### src/rtl/instr_sequencer.sv
// Multi-cycle instruction sequencer: fetches opcode and operand bytes, then drives ALU, store and jump control.
// Optional single-step pause after each executed instruction is enabled by defining SEQ_STEP_EN.
module instr_sequencer (
    input  logic       clk,
    input  logic       rst,
    input  logic [7:0] mem_rdata,
    input  logic       mem_ready,
    input  logic [7:0] alu_res,
    input  logic       step,
    output logic       mem_rd,
    output logic       mem_wr,
    output logic [7:0] mem_addr,
    output logic [7:0] opr,
    output logic [1:0] alu_op,
    output logic       acc_we,
    output logic       jmp,
    output logic       pc_inc,
    output logic [7:0] pc,
    output logic       halted
);

    typedef enum logic [2:0] {
        FETCH,
        FETCH2,
        EXEC,
`ifdef SEQ_STEP_EN
        PAUSE,
`endif
        HALT
    } state_t;

    typedef enum logic [3:0] {
        OP_NOP  = 4'h0,
        OP_LDI  = 4'h1,
        OP_ADDI = 4'h2,
        OP_SUBI = 4'h3,
        OP_STA  = 4'h4,
        OP_JMP  = 4'h5,
        OP_JNZ  = 4'h6,
        OP_HLT  = 4'hF
    } opcode_t;

`ifdef SEQ_STEP_EN
    localparam state_t EXEC_DONE = PAUSE;
`else
    localparam state_t EXEC_DONE = FETCH;
`endif

    state_t     state_q, state_d;
    logic [7:0] pc_q, pc_d;
    logic [7:0] ir_q, ir_d;
    logic [7:0] opr_q, opr_d;
    logic       unused_ok;

    // Low opcode nibble carries no meaning; step is only consumed when pausing is built in.
    assign unused_ok = ^{ir_q[3:0], step};

    always_ff @(posedge clk) begin
        if (rst) begin
            state_q <= FETCH;
            pc_q    <= 8'h00;
            ir_q    <= 8'h00;
            opr_q   <= 8'h00;
        end else begin
            state_q <= state_d;
            pc_q    <= pc_d;
            ir_q    <= ir_d;
            opr_q   <= opr_d;
        end
    end

    always_comb begin
        state_d  = state_q;
        pc_d     = pc_q;
        ir_d     = ir_q;
        opr_d    = opr_q;
        mem_rd   = 1'b0;
        mem_wr   = 1'b0;
        mem_addr = pc_q;
        alu_op   = 2'b11;
        acc_we   = 1'b0;
        jmp      = 1'b0;

        case (state_q)
            FETCH: begin
                mem_rd = 1'b1;
                if (mem_ready) begin
                    ir_d = mem_rdata;
                    pc_d = pc_q + 8'd1;
                    if (mem_rdata[7:4] >= 4'h1 && mem_rdata[7:4] <= 4'h6)
                        state_d = FETCH2;
                    else
                        state_d = EXEC;
                end
            end
            FETCH2: begin
                mem_rd = 1'b1;
                if (mem_ready) begin
                    opr_d   = mem_rdata;
                    pc_d    = pc_q + 8'd1;
                    state_d = EXEC;
                end
            end
            EXEC: begin
                state_d = EXEC_DONE;
                case (ir_q[7:4])
                    OP_LDI: begin
                        alu_op = 2'b00;
                        acc_we = 1'b1;
                    end
                    OP_ADDI: begin
                        alu_op = 2'b01;
                        acc_we = 1'b1;
                    end
                    OP_SUBI: begin
                        alu_op = 2'b10;
                        acc_we = 1'b1;
                    end
                    OP_STA: begin
                        mem_wr   = 1'b1;
                        mem_addr = opr_q;
                        if (!mem_ready)
                            state_d = EXEC;
                    end
                    OP_JMP: begin
                        jmp  = 1'b1;
                        pc_d = opr_q;
                    end
                    OP_JNZ: begin
                        if (alu_res != 8'h00) begin
                            jmp  = 1'b1;
                            pc_d = opr_q;
                        end
                    end
                    OP_HLT: state_d = HALT;
                    default: ;
                endcase
            end
`ifdef SEQ_STEP_EN
            PAUSE: begin
                if (step)
                    state_d = FETCH;
            end
`endif
            HALT: ;
            default: state_d = FETCH;
        endcase

        // While reset is held, no request or pulse may leak out of the freshly reset FETCH state.
        if (rst) begin
            mem_rd = 1'b0;
            mem_wr = 1'b0;
            acc_we = 1'b0;
            jmp    = 1'b0;
            alu_op = 2'b11;
        end
    end

    assign pc     = pc_q;
    assign opr    = opr_q;
    assign pc_inc = ~jmp;
    assign halted = (state_q == HALT);

endmodule

### config.mk
export PLATFORM = sky130hd
export DESIGN_NAME = instr_sequencer
export DESIGN_NICKNAME = d
export VERILOG_FILES = /design/src/rtl/instr_sequencer.sv
export SDC_FILE = /design/constraint.sdc
export NUM_CORES = 1
export LEC_CHECK = 0
export CORE_ASPECT_RATIO = 1.5
export CORE_MARGIN = 4
export CORE_UTILIZATION = 42
export CTS_BUF_LIST = sky130_fd_sc_hd__clkbuf_8
export DETAILED_ROUTE_END_ITERATION = 8
export PLACE_DENSITY_LB_ADDON = 0.25
export SLEW_MARGIN = 15
export SYNTH_ARGS = -nofsm -noshare
export SYNTH_HDL_FRONTEND = slang
export SYNTH_SLANG_ARGS = --single-unit
### constraint.sdc
create_clock -name clk -period 1.7 [get_ports clk]
set_input_delay 0.34 -clock clk [delete_from_list [all_inputs] [get_ports clk]]
set_output_delay 0.34 -clock clk [all_outputs]
set_load 0.02 [all_outputs]
## Word level (Yosys, flattened, before mapping)

Cells that the tools add are included.

- Add/sub/neg operators: 1
- Multipliers: 0
- Divide/modulo/power cells: 0
- Order comparisons: 2
- Equality and inequality tests: 15
- Shift-type cells: 0
- Mux-type cells: 27
- Bitwise logic cells: 2
- Reduce and logical (&&, ||, !) cells: 10

Operator list:

| kind | count |
|---|---|
| 8-bit 2-to-1 mux | 4 |
| 8-bit case mux with 2 select lines | 2 |
| 4-bit by 3-bit equality test with 1-bit output, second input constant | 3 |
| 3-bit case mux with 4 select lines | 1 |
| 1-bit 2-to-1 mux | 11 |
| 8-bit by 1-bit adder with 8-bit output, second input constant | 1 |
| 4-bit by 2-bit equality test with 1-bit output, second input constant | 2 |
| 2-bit 2-to-1 mux | 4 |
| 8-bit nonzero test | 1 |
| 3-bit by 2-bit equality test with 1-bit output, second input constant | 2 |
| 3-bit 2-to-1 mux | 2 |
| 2-bit case mux with 3 select lines | 1 |
| 4-bit by 1-bit equality test with 1-bit output, second input constant | 1 |
| 4-bit equality test, second input constant | 1 |
| 4-bit by 1-bit greater-or-equal comparator with 1-bit output, second input constant | 1 |
| 4-bit by 3-bit <= comparator with 1-bit output, second input constant | 1 |
| 2-bit inequality test, second input constant | 2 |
| 2-bit case mux with 2 select lines | 1 |
| 2-bit AND reduction | 2 |
| 4-bit AND reduction | 1 |
| 3-bit by 1-bit equality test with 1-bit output, second input constant | 1 |
| 3-bit logical NOT | 1 |
| 3-bit by 2-bit inequality test with 1-bit output, second input constant | 1 |
| 3-bit inequality test, second input constant | 1 |
| other kinds (8) | 9 |

- Flip-flop bits (word level): 27
- Bits in latches: 0
- Memory bits (writable): 0
- Bits in read-only memories: 0
- Output and inout bits: 32
- Memories: 0

## Depth between registers and ports, before layout

- Depth after elaboration: 6
- Depth in mapped cells: 6
- Gate-level depth less buffers: 5

## Least setup slack after synthesis

Ideal clock, no wire load.

- Path type: register to output
- Start point: register state_q[0]
- End point: output port jmp
- Arrival: 1.489 ns
- Path slack: -0.129 ns
- Cell stages (with the launch flop): 6
- Path buffers: 1
- Cell sequence: dfxtp_1 > buf_4 > and4bb_2 > nand2_1 > or3_1 > inv_1

- Cells in the longest elaborated chain, start to end: 3

Ends and longest elaborated chain:

| item | RTL line | RTL |
|---|---|---|
| start, declared | 49 | `state_t state_q, state_d;` |
| start signal, assigned | 65 | `state_q <= state_d;` |
| 3-bit by 2-bit equality test with 1-bit output | 84 | `case (state_q)` |
| 1-bit 2-to-1 mux | 84 |  |
| 1-bit 2-to-1 mux | 150 | `if (rst) begin` |
| end, declared | 16 | `output logic jmp,` |

No other way between the ends.

## Final worst setup path

- Start point: register state_q[0]
- End point: output port mem_addr[7]

- Cells in the longest elaborated chain, start to end: 2

Ends and longest elaborated chain:

| item | RTL line | RTL |
|---|---|---|
| 3-bit by 2-bit equality test with 1-bit output | 84 |  |
| 8-bit 2-to-1 mux | 84 |  |
| end, declared | 12 | `output logic [7:0] mem_addr,` |

No other way between the ends.

==> impl_metrics.ini <==
[min_path]
hold_class = flip-flop to flip-flop

[critical_path]
cp.required_ps = 1360
critical_path.max_fanout = 4
timing.critical_path.slowest_stage_cell = and4bb_2
crit_path_start_kind = flip-flop
cp.arrival_ps = 1610
worstSetupPathType = flip-flop to output pin
path_cells = and4bb_2 > nand2_2 > buf_6 > mux2_2 > buf_6
endpoint_kind = output pin
cpPeakStageDelay_ps = 350
path_common_cell = buf_6

[die]
dieArea_mm2 = 0.00417
row_count = 24
fp.dieH_um = 77.1
die_x_um = 54.1
start_util = 0.449
io_pins = 52
design.core.area_mm2 = 0.00297

[synth]
netlist_instances = 161
synth_ff_type = dfxtp_1
synth_edf_count = 0
yosys.area.top_type = dfxtp_1
synth_top_area_frac = 0.330
synth_cell_type_count = 44
syn_nets = 182
synth-async-reset-ratio = 0
synth.yosys.seq_area_share = 0.330
yosysWarningCount = 0
synth_area_per_cell_um2 = 8.30
synth_area_mm2 = 0.00134
ffs_latches_synth = 22
netlist_top_cells_area = dfxtp_1, mux2_2, nand2_1

[grt]
grt_start_max_net_pins = 17
globalRouteTotalUtil = 0.256
globalRouteOverflowTotal = 0
antenna_found_initial = 0
vias_in_the_first_global_route = 1727
grt_pass1_wl_um = 7940

[timing]
tns_ps = -3020
timing.hold.ws_ps = 495
final.setup.worst_slack_ps = -248
max-slew-margin-rel = 0.770
final.min_clock_period_ps = 1950
final-hold-violation-count = 0
finalClockSkew_ps = 2.17
layout_worst_path_cycle_share = 1.15
setup_viol = 14
fmax_ghz = 0.513
slew_violations = 0
worst-slew-pin-transition_ps = 343
unrepaired_setup_endpoints_after_global_routing = true

[clocking]
cts_num_sinks = 22
cts_htree_levels = 1
clkLatencyLatePin_ps = 270
cts_tree = built
cts.reportedPaths.clkPinSlew_ps = 80
cts_root_buf = clkbuf_8
number_of_buffers_inserted_during_clock_tree_synthesis = 3
ctsLongestPathBuffers = 2

[job]
max_cap_viol_count = 0

[final_layout]
antenna_cells = 0
most-common-layout-cells = buf_4, clkdlybuf4s50_1, buf_6
fin_area_mm2 = 0.00242
drive_gt1_frac = 0.417
num-nets-final = 274
layout-area-overhead-vs-synth_pct = 81.4
mostFrequentLayoutCell = buf_4

[run_status]
violated_checks = negative setup slack
outcome = finished with violations

[placement]
hpwl_um = 3650
io_buffers = 50
placed_area_mm2 = 0.00215
post-place-ws_ps = -730
place.gp.congestion = 0.909

[routing]
remaining_drc_errors = 0
drtPass1Iterations = 4
wl_per_cell_um = 18.6
routed_wirelength_um = 5420
detailedRoute.firstIterationViolations = 69
ant_nets = 0
route.vias.total = 1694
post_drt_via_cell_ratio = 5.82

[power]
static-leakage-power_uw = 0.00109
power.density_cell_area_mw_per_mm2 = 628
design_power_total_uw = 1520
irDropWorstVdd_v = 0.000699
## cells in the mapped netlist (2+ instances only)
| library cell | count |
|---|---|
| nand2b_1 | 5 |
| and2_1 | 3 |
| a21oi_1 | 14 |
| a221oi_1 | 4 |
| and3_1 | 4 |
| o32ai_1 | 2 |
| nor2_1 | 10 |
| dfxtp_1 | 22 |
| nor2b_1 | 2 |
| a31oi_1 | 2 |
| o21ai_0 | 6 |
| nand3_1 | 10 |
| mux2_2 | 9 |
| clkbuf_1 | 4 |
| mux2i_1 | 4 |
| nor4_1 | 4 |
| nand2_1 | 19 |
| or3_1 | 2 |
| nor3_1 | 3 |
| inv_1 | 4 |
| a211oi_1 | 5 |
## path summary, 6_finish.rpt
| path | from | end | slack, ps | cells after the start |
|---|---|---|---|---|
| hold reg to reg | opr[7]$_SDFFE_PP0P_ | opr[7]$_SDFFE_PP0P_ | 490 | 2 |
| setup / recovery | state_q[0]$_SDFFE_PP0P_ | mem_addr[7] | -250 | 5 |
| hold / removal | opr[7]$_SDFFE_PP0P_ | opr[7]$_SDFFE_PP0P_ | 490 | 2 |
| setup reg to reg | state_q[1]$_SDFFE_PP0P_ | pc[7]$_SDFFE_PP0P_ | 110 | 7 |
## metal layers
layer  routed length, µm  track usage  vias up  share of wire
li1                    -            -      786              -
met1                1970        0.276      807           0.36
met2                2940        0.445       76           0.54
met3                 251       0.0368       25          0.046
met4                 258        0.152        0          0.048
met5                   0            0        -              0
## registers in the layout, indices dropped and copies added, names as in the netlist
signal and flops:
state_q 2, pc 8, ir_q 4, opr 8
## kinds of logic after synthesis
logic type | Yosys count | share of synthesized area
AOI/OAI and AO/OA | 43 | 0.216
DFF | 22 | 0.330
xor gates and xnor gates | 1 | 0.00656
adders and majority gates | 1 | 0.00936
and+or+nand+nor | 70 | 0.292
buffers and inverters | 11 | 0.0403
muxes | 13 | 0.106
## worst max-delay path: cells and delay by family (launching register included)
kind	cells	cell delay (ps)
buf+inv	2	280
mux	1	280
simple gates	2	440
flops	1	330
## through the flow
step,cells,util
floorplan,161,-
global placement,282,0.722
detailed placement,282,0.722
CTS,288,0.779
global route,291,0.815
finish,291,0.815
## report_power, final
part | switching [µW] | internal, µW | total, µW
combinational | 227 | 226 | 453
clock | 183 | 315 | 498
sequential | 27.5 | 543 | 570
total | 438 | 1080 | 1520
## area by class of cell
class,count,area (µm²)
well taps,39,48.8
clock buffers,3,41.3
multi-input cells,128,966
fillers,165,549
flip-flops and latches,22,444
clock inverters,1,30.0
inverters,4,17.5
repair buffers,94,876
## what timing repair did
action / 4_1_cts / 5_1_grt
pin swaps: 5 / 5
cloned: 0 / 0
hold buffers: 0 / 0
resized for setup: 109 / 27
buffers inserted: 2 / 3
setup endpoints to repair: 23 / 29
Note: power is estimated with default switching activity, not from simulation.
